## config.mk

```make
export PLATFORM = sky130hd
export DESIGN_NAME = fft_output_reader
export DESIGN_NICKNAME = d
export VERILOG_FILES = /design/src/rtl/fft_output_reader.sv
export SDC_FILE = /design/constraint.sdc
export NUM_CORES = 1
export LEC_CHECK = 0
export CORE_AREA = 2 2 76 107
export CTS_CLUSTER_DIAMETER = 200
export DETAILED_ROUTE_END_ITERATION = 10
export DIE_AREA = 0 0 78 109
export GPL_TIMING_DRIVEN = 0
export MAX_ROUTING_LAYER = met4
export PLACE_DENSITY_LB_ADDON = 0.25
export SLEW_MARGIN = 15
export SYNTH_ARGS = -nofsm -noshare
export SYNTH_HDL_FRONTEND = slang
export SYNTH_SLANG_ARGS = --single-unit
```

## constraint.sdc

```tcl
create_clock -name clk -period 2.4 [get_ports clk]
set_input_delay 0.36 -clock clk [delete_from_list [all_inputs] [get_ports clk]]
set_output_delay 0.36 -clock clk [all_outputs]
set_load 0.05 [all_outputs]
```

## src/rtl/fft_output_reader.sv

```systemverilog
// Purpose : drain the FFT result RAM in bit-reversed address order so samples leave in natural frequency order.
// Latency : 3 cycles from start to first out_valid; 1 sample/cycle steady state; done 1 cycle after the last pop.
// Backpressure: out_ready low holds out_data/out_valid; reads stall once FIFO occupancy + in-flight reaches 2.
//
// Ports:
//   clk, aclr (async, active-high), sclr (sync)   - clock and resets
//   start                                          - pulse: result buffer complete (accepted only in IDLE)
//   rd_en, rd_addr, rd_data                        - result-RAM read port (1-cycle read latency)
//   out_data, out_valid, out_ready, out_last       - output valid/ready stream, out_last on index N-1
//   busy, done                                     - frame in progress / one-cycle completion pulse
module fft_output_reader #(
    parameter int LOG2N  = 3,
    parameter int DATA_W = 32
) (
    input  logic              clk,
    input  logic              aclr,
    input  logic              sclr,
    input  logic              start,
    output logic              rd_en,
    output logic [LOG2N-1:0]  rd_addr,
    input  logic [DATA_W-1:0] rd_data,
    output logic [DATA_W-1:0] out_data,
    output logic              out_valid,
    input  logic              out_ready,
    output logic              out_last,
    output logic              busy,
    output logic              done
);

    typedef enum logic {S_IDLE, S_RUN} state_t;

    state_t             r_state;
    logic [LOG2N:0]     r_idx;       // issue counter, 0..N
    logic [LOG2N-1:0]   r_ocnt;      // natural index of the FIFO head sample
    logic               r_inflight;  // a RAM read returns data this cycle
    logic [1:0]         r_occ;       // output FIFO occupancy, 0..2
    logic [DATA_W-1:0]  r_head;
    logic [DATA_W-1:0]  r_tail;
    logic               r_done;

    logic               w_run;
    logic               w_pop;
    logic               w_push;
    logic [2:0]         w_credit;
    logic [LOG2N-1:0]   w_rev;

    assign w_run  = (r_state == S_RUN);
    assign w_pop  = out_valid && out_ready;
    assign w_push = r_inflight;

    // Slots that will be claimed after this cycle: stored + returning - leaving.
    // Issuing only while this is below 2 keeps the 2-entry FIFO from overflowing.
    assign w_credit = {1'b0, r_occ} + {2'b00, r_inflight} - {2'b00, w_pop};

    always_comb begin
        w_rev = '0;
        for (int i = 0; i < LOG2N; i++) begin
            w_rev[i] = r_idx[LOG2N-1-i];
        end
    end

    // r_idx never exceeds N, so its MSB alone marks "all reads issued".
    assign rd_en     = w_run && !r_idx[LOG2N] && (w_credit < 3'd2);
    assign rd_addr   = w_rev;
    assign out_data  = r_head;
    assign out_valid = (r_occ != 2'd0);
    assign out_last  = out_valid && (r_ocnt == {LOG2N{1'b1}});
    assign busy      = w_run;
    assign done      = r_done;

    always_ff @(posedge clk or posedge aclr) begin
        if (aclr) begin
            r_state    <= S_IDLE;
            r_idx      <= '0;
            r_ocnt     <= '0;
            r_inflight <= 1'b0;
            r_occ      <= 2'd0;
            r_head     <= '0;
            r_tail     <= '0;
            r_done     <= 1'b0;
        end else if (sclr) begin
            r_state    <= S_IDLE;
            r_idx      <= '0;
            r_ocnt     <= '0;
            r_inflight <= 1'b0;
            r_occ      <= 2'd0;
            r_head     <= '0;
            r_tail     <= '0;
            r_done     <= 1'b0;
        end else begin
            r_done     <= 1'b0;
            r_inflight <= rd_en;

            case (r_state)
                S_IDLE: begin
                    // A start coinciding with the done pulse belongs to the old frame.
                    if (start && !r_done) begin
                        r_state <= S_RUN;
                    end
                end
                S_RUN: begin
                    if (rd_en) begin
                        r_idx <= r_idx + 1'b1;
                    end
                    if (w_pop) begin
                        r_ocnt <= r_ocnt + 1'b1;
                    end
                    if (w_pop && out_last) begin
                        r_state <= S_IDLE;
                        r_done  <= 1'b1;
                        r_idx   <= '0;
                        r_ocnt  <= '0;
                    end
                end
                default: r_state <= S_IDLE;
            endcase

            // Two-entry FIFO: head drives the output, tail backs it up.
            case ({w_push, w_pop})
                2'b10: begin
                    if (r_occ == 2'd0) begin
                        r_head <= rd_data;
                    end else begin
                        r_tail <= rd_data;
                    end
                    r_occ <= r_occ + 2'd1;
                end
                2'b01: begin
                    r_head <= r_tail;
                    r_occ  <= r_occ - 2'd1;
                end
                2'b11: begin
                    if (r_occ == 2'd1) begin
                        r_head <= rd_data;
                    end else begin
                        r_head <= r_tail;
                        r_tail <= rd_data;
                    end
                end
                default: ;
            endcase
        end
    end

endmodule

```

==> impl_metrics.ini <==
[flow_run]
max_cap_viol_count = 0

[global_route]
grt_max_degree = 56
first_global_vias = 2547
overflow = 0
antenna_found_initial = 0
track_usage_pct = 19.6
grt_pass1_wl_um = 12500

[clocking]
path_clk_slew_ns = 0.08
cts_root_buffer = clkbuf_8
numCtsBuffers = 9
clkSinkCount = 76
postCtsHoldBufs = 0
cts_tree = yes
insertion_delay_ns = 0.34
htree_num_levels = 3
cts.path.max_buffers = 2

[synthesis]
syn_avg_cell_area_um2 = 11.3
ys_types = 33
ys_warn_count = 0
synth_top_area_cell = dfrtp_1
syn_area_um2 = 3330
ys_top_cells_by_area = dfrtp_1, mux2i_1, a22o_1, o21ai_1, nand2_1
syn_nets = 338
ys_seq_elements = 76
synthCells = 295
synth_top_area_share_pct = 57.1
yosysSeqAreaShare_pct = 57.1

[outcome]
status = finished with violations
violations = negative setup slack

[place]
gp_congestion = 0.745
pre_cts_ws_ns = -1.23
numPortBuffers = 76
dp.cells = 472
placed_area_um2 = 4290
hpwl_um = 5100

[hold_path]
hp-class = in -> async

[power]
power.share.clock_pct = 23.1
power.internal_w = 0.00317
combPwrFrac_pct = 44.9
netSwitchingFraction_pct = 39.3
power_density_nw_per_um2 = 1120
vdd_drop_max_v = 0.000581
power_leakage_nw = 2.27
finalPower_w = 0.00522
p_switching_w = 0.00205
p_seq_share_pct = 32.0

[routing]
ant_nets = 0
wirelength_um = 7710
drtPass1Iterations = 4
wl_per_cell_um = 15.4
drc = 0
vias = 2609
vias_per_cell = 5.23
drt-initial-drc-count = 139

[floorplan]
start_util_pct = 43.8
io_pins = 77
fp.dieW_um = 78
row_count = 38
core_area_um2 = 7610
die-area_um2 = 8500
die_h_um = 109

[critical_path]
cp.required_ns = 2.04
worstPathArrival_ns = 2.39
critPathLaunchType = register
critPathKind = reg -> out
end_kind = primary output
reg2regPathDepth = 11
crit_fanout = 4

[finish]
n_antenna_cell = 0
areaGrowthSynthToFinish_pct = 39.7
final_common_cell = dfrtp_1
instances_no_fill = 499
drive_above_1_share_pct = 15.5
final_cell_mix = dfrtp_1, clkdlybuf4s50_1, nand2_1
multi_input_area_um2 = 1330
fillerInstances = 662
final_cell_area_um2 = 4650
fin_nets = 437
seqCellArea_um2 = 1900

[sta]
fin_crit_sh_pct = 115
slew_viol_final = 0
max_freq_ghz = 0.363
rsz0062_at_grt = yes
fin_ws_ns = -0.352
finalClockSkew_ns = 0.00560
whs_ns = 0.335
setup_violations = 1
hold_viol = 0
min_period_ns = 2.75
worst_pin_slew_ns = 0.525
slew_headroom_pct = 64.9
[metrics by stage]
stage / util (%) / TNS (ns)
detailed placement: 56.4 / -2.69
finish: 61.2 / -0.352
global placement: 56.0 / -90.29
global route: 61.2 / -0.676
CTS: 61.1 / -0.661
floorplan: - / -0.459
[final timing paths]
path,from,endpoint,slack (ns)
hold reg to reg,out_data[1]$_DFFE_PP0P_,out_data[1]$_DFFE_PP0P_,0.48
setup reg to reg,r_occ[0]$_DFFE_PP0P_,r_idx[2]$_DFFE_PP0P_,0.06
hold / removal,aclr,out_data[23]$_DFFE_PP0P_,0.34
min in group clk,out_data[1]$_DFFE_PP0P_,out_data[1]$_DFFE_PP0P_,0.48
setup / recovery,r_occ[0]$_DFFE_PP0P_,rd_en,-0.35
max in group asynchronous,aclr,r_tail[19]$_DFFE_PP0P_,1.49
[Yosys cell counts, drive strengths merged]
cell type,number
and4b,1
nand4,1
a22oi,1
nor2,8
nand4b,2
o21ai,36
mux2i,32
clkbuf,5
a221oi,1
a211oi,1
dfrtp,76
nand3,4
nand2,44
nand2b,1
nor2b,3
or2,1
nor3b,2
inv,7
and2,1
ha,5
buf,18
a31oi,1
xnor2,3
o211ai,1
fa,1
a21oi,7
a22o,32
[power by group through the flow]
stage | clock network (W) | logic, W | registers, W
detailed placement | 0 | 0.00220 | 0.00170
global route | 0.00129 | 0.00250 | 0.00170
global placement | 0 | 0.00216 | 0.00169
floorplan | 0 | 0.000882 | 0.00231
CTS | 0.00123 | 0.00235 | 0.00167
finish | 0.00120 | 0.00234 | 0.00167
[flip-flops by register name, indices dropped and copies added, names as in the netlist]
signal / count
busy: 1
done: 1
out_data: 32
r_idx: 4
r_inflight: 1
r_occ: 2
r_ocnt: 3
r_tail: 32
[layout make-up]
| cell class | count | area share, % |
|---|---|---|
| Buffer | 23 | 2.88 |
| Inverter | 7 | 0.699 |
| Timing Repair Buffer | 88 | 18.8 |
| Clock inverter | 4 | 2.04 |
| Clock buffer | 12 | 3.33 |
| Sequential cell | 76 | 40.9 |
| Multi-Input combinational cell | 189 | 28.6 |
| Tap cell | 100 | 2.69 |
[kinds of logic (layout without fill, tap and decap cells)]
logic type,Yosys count,after routing,share of synthesized area (%)
xor gates and xnor gates,3,3,0.789
adders and majority gates,6,6,2.48
DFF,76,76,57.1
AOI/OAI and AO/OA,80,80,16.3
muxes,32,32,9.62
and+or+nand+nor,68,68,9.13
buffers and inverters,30,134,4.62
[worst max-delay path, stage by stage, from the launching register on]
cell and delay [ns]:
dfrtp_1 0.38, inv_2 0.06, ha_4 0.16, nor2b_4 0.12
buf_6 0.13, xnor2_4 0.11, nand2_2 0.08, fa_2 0.52
nand4b_1 0.17, clkinvlp_4 0.16, buf_8 0.14
[metal layers]
layer	wire [um]	vias up	global-route usage (%)
met2	3930	61	31.0
li1	-	1234	-
met5	0	-	-
met3	345	12	4.72
met4	140	0	7.39
met1	3290	1302	24.8
[timing repair]
item / 4_1_cts / 5_1_grt
cloned: 0 / 0
gates resized for setup: 15 / 3
endpoints found under the setup margin: 6 / 6
buffers inserted: 12 / 3
hold endpoints to repair: 0 / 0
pin swaps: 3 / 2
No activity file was read; power rests on OpenSTA's default activity.
